`config.mk`:
```
export PLATFORM = sky130hd
export DESIGN_NAME = fetch_stage
export DESIGN_NICKNAME = d
export VERILOG_FILES = /design/src/rtl/fetch_stage_pkg.sv /design/src/rtl/fetch_stage.sv
export SDC_FILE = /design/constraint.sdc
export NUM_CORES = 1
export LEC_CHECK = 0
export CAP_MARGIN = 10
export CORE_ASPECT_RATIO = 1.25
export CORE_MARGIN = 5
export CORE_UTILIZATION = 35
export DETAILED_ROUTE_END_ITERATION = 10
export HOLD_SLACK_MARGIN = 0.15
export PLACE_DENSITY = 0.69
export SLEW_MARGIN = 15
export SYNTH_ARGS = -nofsm -noshare
export SYNTH_HDL_FRONTEND = slang
export SYNTH_SLANG_ARGS = --single-unit
export TNS_END_PERCENT = 20
```
`constraint.sdc`:
```
create_clock -name clk -period 2.3 [get_ports clk]
set_clock_uncertainty 0.05 [all_clocks]
set_input_delay 0.345 -clock clk [delete_from_list [all_inputs] [get_ports clk]]
set_output_delay 0.345 -clock clk [all_outputs]
set_load 0.005 [all_outputs]
```
`src/rtl/fetch_stage_pkg.sv`:
```
// Shared types for the instruction-fetch stage of the 5-stage MIPS pipeline.
// Provides the instruction bus request/response structs, the decode register
// type, the fetch FSM state encoding and the architectural reset vector.
package fetch_stage_pkg;

  typedef logic [31:0] i32;

  localparam i32 RESET_PC = 32'hbfc0_0000;
  localparam i32 PC_STEP  = 32'd4;

  // Decode-stage register: fetched PC plus the raw instruction word.
  typedef struct packed {
    i32 pc;
    i32 imp;
  } D_type;

  typedef struct packed {
    logic valid;
    i32   addr;
  } ibus_req_t;

  typedef struct packed {
    logic addr_ok;
    logic data_ok;
    i32   data;
  } ibus_resp_t;

  typedef enum logic [1:0] {
    REQ  = 2'd0,
    HOLD = 2'd1,
    DROP = 2'd2
  } fetch_state_t;

  // Sequential successor; plain 32-bit wrap, no address trap.
  function automatic i32 next_seq_pc(input i32 pc);
    return pc + PC_STEP;
  endfunction

endpackage

```
`src/rtl/fetch_stage.sv`:
```
// IF stage: owns the fetch PC, issues instruction bus requests and fills the
// D register read by decode. Applies decode's jump/branch redirect after the
// delay slot, honours the load-use stall, and emits NOP bubbles while the
// instruction memory is slow.
//
// Ports
//   clk        core clock, all state updates on posedge
//   reset      synchronous active-high reset
//   ireq       instruction bus request {valid, addr}
//   iresp      instruction bus response {addr_ok, data_ok, data}
//   F_st       decode asks fetch to hold the PC / not launch a new fetch
//   D_st       decode asks to hold the D register
//   ifj        instruction currently in D redirects control flow
//   pc_decode  redirect target, meaningful while ifj=1
//   D          decode-stage register {pc, imp}
module fetch_stage
  import fetch_stage_pkg::*;
#(
  parameter i32 RESET_PC = fetch_stage_pkg::RESET_PC
) (
  input  logic       clk,
  input  logic       reset,
  output ibus_req_t  ireq,
  input  ibus_resp_t iresp,
  input  logic       F_st,
  input  logic       D_st,
  input  logic       ifj,
  input  i32         pc_decode,
  output D_type      D
);

  i32           pc_f_r;
  fetch_state_t state_r;
  logic         redir_pend_r;
  i32           redir_tgt_r;
  i32           ibuf_r;
  logic         addr_acc_r;   // address accepted, data beat still owed
  D_type        d_r;

  logic         stall_s;
  logic         redir_take_s;
  logic         word_rdy_s;
  i32           word_s;
  logic         consume_s;
  logic         owed_s;
  i32           pc_tgt_s;
  fetch_state_t state_nxt_s;
  logic         addr_acc_nxt_s;
  i32           ibuf_nxt_s;
  i32           pc_nxt_s;
  logic         redir_pend_nxt_s;
  i32           redir_tgt_nxt_s;
  D_type        d_nxt_s;

  // Request is live in REQ only; reset forces it low in the reset cycle itself.
  assign ireq = '{valid: (state_r == REQ) && !reset, addr: pc_f_r};
  assign D    = d_r;

  // Next-state, word selection, PC / redirect bookkeeping and D update.
  always_comb begin
    // A word is only handed to decode when neither stall is active, so the
    // PC never advances without its word landing in D.
    stall_s        = D_st | F_st;
    // ifj computed during a decode stall uses stale operands.
    redir_take_s   = ifj & ~D_st;
    word_rdy_s     = 1'b0;
    word_s         = ibuf_r;
    state_nxt_s    = state_r;
    addr_acc_nxt_s = addr_acc_r;
    ibuf_nxt_s     = ibuf_r;
    owed_s         = addr_acc_r & ~iresp.data_ok;

    case (state_r)
      REQ: begin
        if (iresp.data_ok) begin
          word_rdy_s     = 1'b1;
          word_s         = iresp.data;
          addr_acc_nxt_s = 1'b0;
          if (stall_s) begin
            state_nxt_s = HOLD;
            ibuf_nxt_s  = iresp.data;
          end else begin
            state_nxt_s = REQ;
          end
        end else if (iresp.addr_ok) begin
          addr_acc_nxt_s = 1'b1;
        end else begin
          addr_acc_nxt_s = addr_acc_r;
        end
      end
      HOLD: begin
        word_rdy_s     = 1'b1;
        addr_acc_nxt_s = 1'b0;
        if (stall_s) begin
          state_nxt_s = HOLD;
        end else begin
          state_nxt_s = REQ;
        end
      end
      DROP: begin
        // Stray beat of a request killed by reset: discard its data.
        if (iresp.data_ok) begin
          state_nxt_s    = REQ;
          addr_acc_nxt_s = 1'b0;
        end else begin
          state_nxt_s    = DROP;
          addr_acc_nxt_s = addr_acc_r;
        end
      end
      default: begin
        state_nxt_s    = REQ;
        addr_acc_nxt_s = 1'b0;
      end
    endcase

    consume_s = word_rdy_s & ~stall_s;

    // The word being consumed is the delay slot whenever a redirect is known.
    if (redir_pend_r) begin
      pc_tgt_s = redir_tgt_r;
    end else if (redir_take_s) begin
      pc_tgt_s = pc_decode;
    end else begin
      pc_tgt_s = next_seq_pc(pc_f_r);
    end

    if (consume_s) begin
      pc_nxt_s         = pc_tgt_s;
      redir_pend_nxt_s = 1'b0;
      redir_tgt_nxt_s  = redir_tgt_r;
    end else if (redir_take_s) begin
      pc_nxt_s         = pc_f_r;
      redir_pend_nxt_s = 1'b1;
      redir_tgt_nxt_s  = pc_decode;
    end else begin
      pc_nxt_s         = pc_f_r;
      redir_pend_nxt_s = redir_pend_r;
      redir_tgt_nxt_s  = redir_tgt_r;
    end

    if (D_st) begin
      d_nxt_s = d_r;
    end else if (consume_s) begin
      d_nxt_s.pc  = pc_f_r;
      d_nxt_s.imp = word_s;
    end else begin
      d_nxt_s = '0;
    end
  end

  // State registers; reset parks in DROP when a data beat is still owed.
  always_ff @(posedge clk) begin
    if (reset) begin
      pc_f_r       <= RESET_PC;
      state_r      <= owed_s ? DROP : REQ;
      addr_acc_r   <= owed_s;
      redir_pend_r <= 1'b0;
      redir_tgt_r  <= 32'h0000_0000;
      ibuf_r       <= 32'h0000_0000;
      d_r          <= '0;
    end else begin
      pc_f_r       <= pc_nxt_s;
      state_r      <= state_nxt_s;
      addr_acc_r   <= addr_acc_nxt_s;
      redir_pend_r <= redir_pend_nxt_s;
      redir_tgt_r  <= redir_tgt_nxt_s;
      ibuf_r       <= ibuf_nxt_s;
      d_r          <= d_nxt_s;
    end
  end

endmodule

```
==> flow_metrics.tcl <==
set metrics [dict create \
    period_utilization 0.9326 \
    fmax_ghz 0.4662 \
    mappedNetlistArea_mm2 0.007159 \
    drt_iter0_markers 453 \
    syn-num-nets 968 \
    cts_root_buf "sky130_fd_sc_hd__clkbuf_16" \
    critical-path-top-delay-family "simple AND/OR/NAND/NOR gates" \
    critPathBufInv 0 \
    setup_total_negative_slack_ns 0 \
    synth_seq_area_share 0.4628 \
    groute.usage.overall 0.1931 \
    post_route_cells_drive_above_1_share 0.08821 \
    count_of_flip_flops_with_a_built_in_enable_after_synthesis 3 \
    power.density_cell_area_mw_per_mm2 667.3 \
    final_nets 1138 \
    slew_headroom 0.6031 \
    cts_buffer_depth 2 \
    design.die.area_mm2 0.02343 \
    routed_wl_um 22650 \
    critical_path_start_end_classification "reg -> reg" \
    crit_arrival_ns 2.40 \
    detailed_place.area_mm2 0.009454 \
    synthArstFlopShare 0 \
    fin_util 0.4960 \
    required_ns 2.55 \
    floorplan.initialDensity 0.3562 \
    post_synth_inst_count 896 \
    critical_path_startpoint_category "register" \
    regToRegEndpoint "pc_f_r[24]" \
    areaGrowthSynthToFinish_pct 39.25 \
    r2r.worst_path.cells 5 \
    end_kind "register" \
    antenna_found_initial 3 \
    grt.overflow.total 0 \
    route.detailed.wl_per_inst_um 16.82 \
    timing.hold.worst_path_depth 3 \
    p_leak_nw 3.511 \
    cts_made_buffers 17 \
    post_cts.repair.setup_buffers 0 \
    layout_cell_area_excl_fill_mm2 0.009970 \
    global_route_wire_length_before_repair_um 35870 \
    port-buffer-count 167 \
    crit_chain "ha_1 -> nand4_1 -> or2_1 -> or4_1 -> o221a_2" \
    first_global_vias 6801 \
    synth-seq-cells 164 \
    max_stage_delay_ns 0.59 \
    synth_area_per_cell_um2 7.990 \
    cts_tree "yes" \
    synth.distinct_cells 55 \
    detailed_place_hpwl_um 15960 \
    critical_path.slowest_cell "sky130_fd_sc_hd__or4_1" \
    yosys_warnings 0 \
    timing.hold.worst.class "in -> reg" \
    drc_errors 0 \
    cts.clk_slew.worst_paths_ns 0.06 \
    finalHoldWorstSlack_ns 0.3877 \
    fill_cells 2001 \
    setup_violations 0 \
    r2r-start "pc_f_r[2]" \
    ctsHtreeMaxLevel 4 \
    min_period_ns 2.145 \
    worst_hold_startpoint "reset" \
    die_w_um 137.9 \
    gp_congestion 0.8741 \
    peakVddDrop_mv 0.4602 \
    dr.pass1.iters 5 \
    register_to_register_setup_slack_ns 0.16 \
    outcome "complete, no violations" \
    fp.coreArea_mm2 0.02010 \
    avgViaCountPerCell 5.275 \
    maxCapViolCount 0 \
    worst_slew_pin_slew_ns 0.5953 \
    final_hold_viol_count 0 \
    post-layout-total-power_mw 6.653 \
    dr_total_vias 7106 \
    crit_startpoint "pc_f_r[2]" \
    floorplan.io_pins 168 \
    rsz0062_at_grt "false" \
    synth-main-ff-cell "sky130_fd_sc_hd__dfxtp_1" \
    drv_slew 0 \
    sinks_on_the_clock_net 164 \
    clock_insertion_delay_worst_skew_ns 0.42 \
    chipHeight_um 169.9 \
    num_rows 58 \
    drt_antenna_net_count 0 \
    largest_net_degree_at_the_start_of_global_routing 122 \
    antenna_cells_inserted 0 \
    crit_path_max_fanout 4 \
    min_delay_worst_endpoint "state_r[0]" \
]
[tightest hold or removal path: stages]
cell,delay [ns]
sky130_fd_sc_hd__buf_4,0.11
sky130_fd_sc_hd__or2_2,0.17
sky130_fd_sc_hd__nor2b_1,0.06
[through the flow]
step / worst slack [ns] / instances
finish: 0.1551 / 1347
global route: 0.08560 / 1347
CTS: 0.1788 / 1347
detailed placement: -0.1946 / 1317
global placement: -0.1728 / 1317
floorplan: 0.2141 / 896
[Yosys cell counts, drive strengths merged (2+ instances only)]
| cell type | n | area (um2) |
|---|---|---|
| nand2 | 181 | 679.4 |
| dfxtp | 161 | 3223 |
| a21oi | 122 | 610.6 |
| nor2 | 94 | 352.8 |
| clkbuf | 51 | 191.4 |
| o21ai | 37 | 185.2 |
| mux2i | 35 | 350.3 |
| a22o | 27 | 236.5 |
| buf | 19 | 95.09 |
| nor3 | 15 | 85.08 |
| a211oi | 13 | 97.59 |
| nand3 | 13 | 65.06 |
| nor4 | 10 | 62.56 |
| o211ai | 10 | 75.07 |
| nand4 | 9 | 56.30 |
| or3 | 9 | 56.30 |
| inv | 8 | 30.03 |
| and3 | 7 | 43.79 |
| a221oi | 6 | 52.55 |
| a31oi | 6 | 37.54 |
| or2 | 6 | 37.53 |
| o21a | 4 | 30.03 |
| o221ai | 4 | 35.03 |
| or4 | 4 | 30.03 |
| a2bb2oi | 3 | 26.28 |
| and2 | 3 | 18.77 |
| edfxtp | 3 | 90.09 |
| nor2b | 3 | 18.77 |
| xor2 | 3 | 26.28 |
| a21o | 2 | 15.01 |
| and4 | 2 | 17.52 |
| nand2b | 2 | 12.51 |
| nor3b | 2 | 15.01 |
| nor4b | 2 | 17.52 |
| o211a | 2 | 20.02 |
| o31ai | 2 | 15.01 |
| xnor2 | 2 | 17.52 |
[sequential cells by signal (all words and copies together) (netlist names)]
| signal | flops |
|---|---|
| addr_acc_r | 1 |
| D | 64 |
| ibuf_r | 32 |
| pc_f_r | 32 |
| redir_tgt_r | 32 |
| state_r | 2 |
| redir_pend_r | 1 |
[report_power, final]
| part | internal, mW | switching [mW] | leakage (nW) |
|---|---|---|---|
| combinational | 0.492 | 0.522 | 1.91 |
| clock | 1.43 | 1.14 | 0.257 |
| sequential | 2.98 | 0.0912 | 1.34 |
| total | 4.89 | 1.76 | 3.51 |
[worst max path at each step]
stage / cells past startpoint / to / slack, ns
floorplan: 7 / pc_f_r[22] / 0.21
global placement: 7 / pc_f_r[13] / -0.17
finish: 5 / pc_f_r[24] / 0.16
detailed placement: 7 / pc_f_r[13] / -0.19
CTS: 5 / pc_f_r[24] / 0.18
global route: 7 / pc_f_r[18] / 0.09
[cell families (layout without fill, tap and decap cells)]
logic type	Yosys count	count (layout)	synth area share
simple gates	365	365	0.2228
fa+ha+maj	1	1	0.001747
buf+inv	78	259	0.04421
xor+xnor	5	5	0.006118
compound gates	248	248	0.2134
mux	35	35	0.04893
flops	164	164	0.4628
[final cells by class]
cell class                      instances  area (um2)  area share
Clock buffer                           22       464.2     0.04656
Inverter                                8       30.03    0.003012
Clock inverter                          8       52.55    0.005271
Sequential cell                       164        3313      0.3323
Timing Repair Buffer                  221        2223      0.2230
Tap cell                              270       337.8     0.03389
Multi-Input combinational cell        654        3548      0.3559
[per-layer routing]
layer | track usage | up-vias | wire [um]
met4 | 0.05801 | 6 | 389
met1 | 0.2311 | 3337 | 9174
met5 | 0 | - | 34
met3 | 0.05411 | 36 | 1589
li1 | - | 3492 | -
met2 | 0.3350 | 235 | 11460
[cells in the final DEF, fill, tap and decap left out, types with 3 or more instances in the layout]
cell type and count:
sky130_fd_sc_hd__o21a_1 4, sky130_fd_sc_hd__a31oi_1 6, sky130_fd_sc_hd__o221ai_1 4, sky130_fd_sc_hd__clkdlybuf4s50_1 165, sky130_fd_sc_hd__nand2_1 181, sky130_fd_sc_hd__nor3_1 12
sky130_fd_sc_hd__mux2i_1 35, sky130_fd_sc_hd__and3_1 7, sky130_fd_sc_hd__inv_1 8, sky130_fd_sc_hd__or4_1 4, sky130_fd_sc_hd__buf_12 12, sky130_fd_sc_hd__clkinv_2 3
sky130_fd_sc_hd__or2_2 4, sky130_fd_sc_hd__a22o_1 27, sky130_fd_sc_hd__nor3_2 3, sky130_fd_sc_hd__xor2_1 3, sky130_fd_sc_hd__clkbuf_16 17, sky130_fd_sc_hd__buf_4 43
sky130_fd_sc_hd__or3_1 8, sky130_fd_sc_hd__nor2_1 93, sky130_fd_sc_hd__a221oi_1 6, sky130_fd_sc_hd__edfxtp_1 3, sky130_fd_sc_hd__o211ai_1 10, sky130_fd_sc_hd__nand3_1 13
sky130_fd_sc_hd__clkbuf_1 3, sky130_fd_sc_hd__a2bb2oi_1 3, sky130_fd_sc_hd__nor4_1 10, sky130_fd_sc_hd__and2_1 3, sky130_fd_sc_hd__a21oi_1 122, sky130_fd_sc_hd__dfxtp_1 161
sky130_fd_sc_hd__o21ai_0 37, sky130_fd_sc_hd__nand4_1 9, sky130_fd_sc_hd__a211oi_1 13
[what timing repair did]
item                       4_1_cts  5_1_grt
setup endpoints to repair        1        0
hold buffers                     0        0
resized for setup                1        0
No activity file was read; power rests on OpenSTA's default activity.
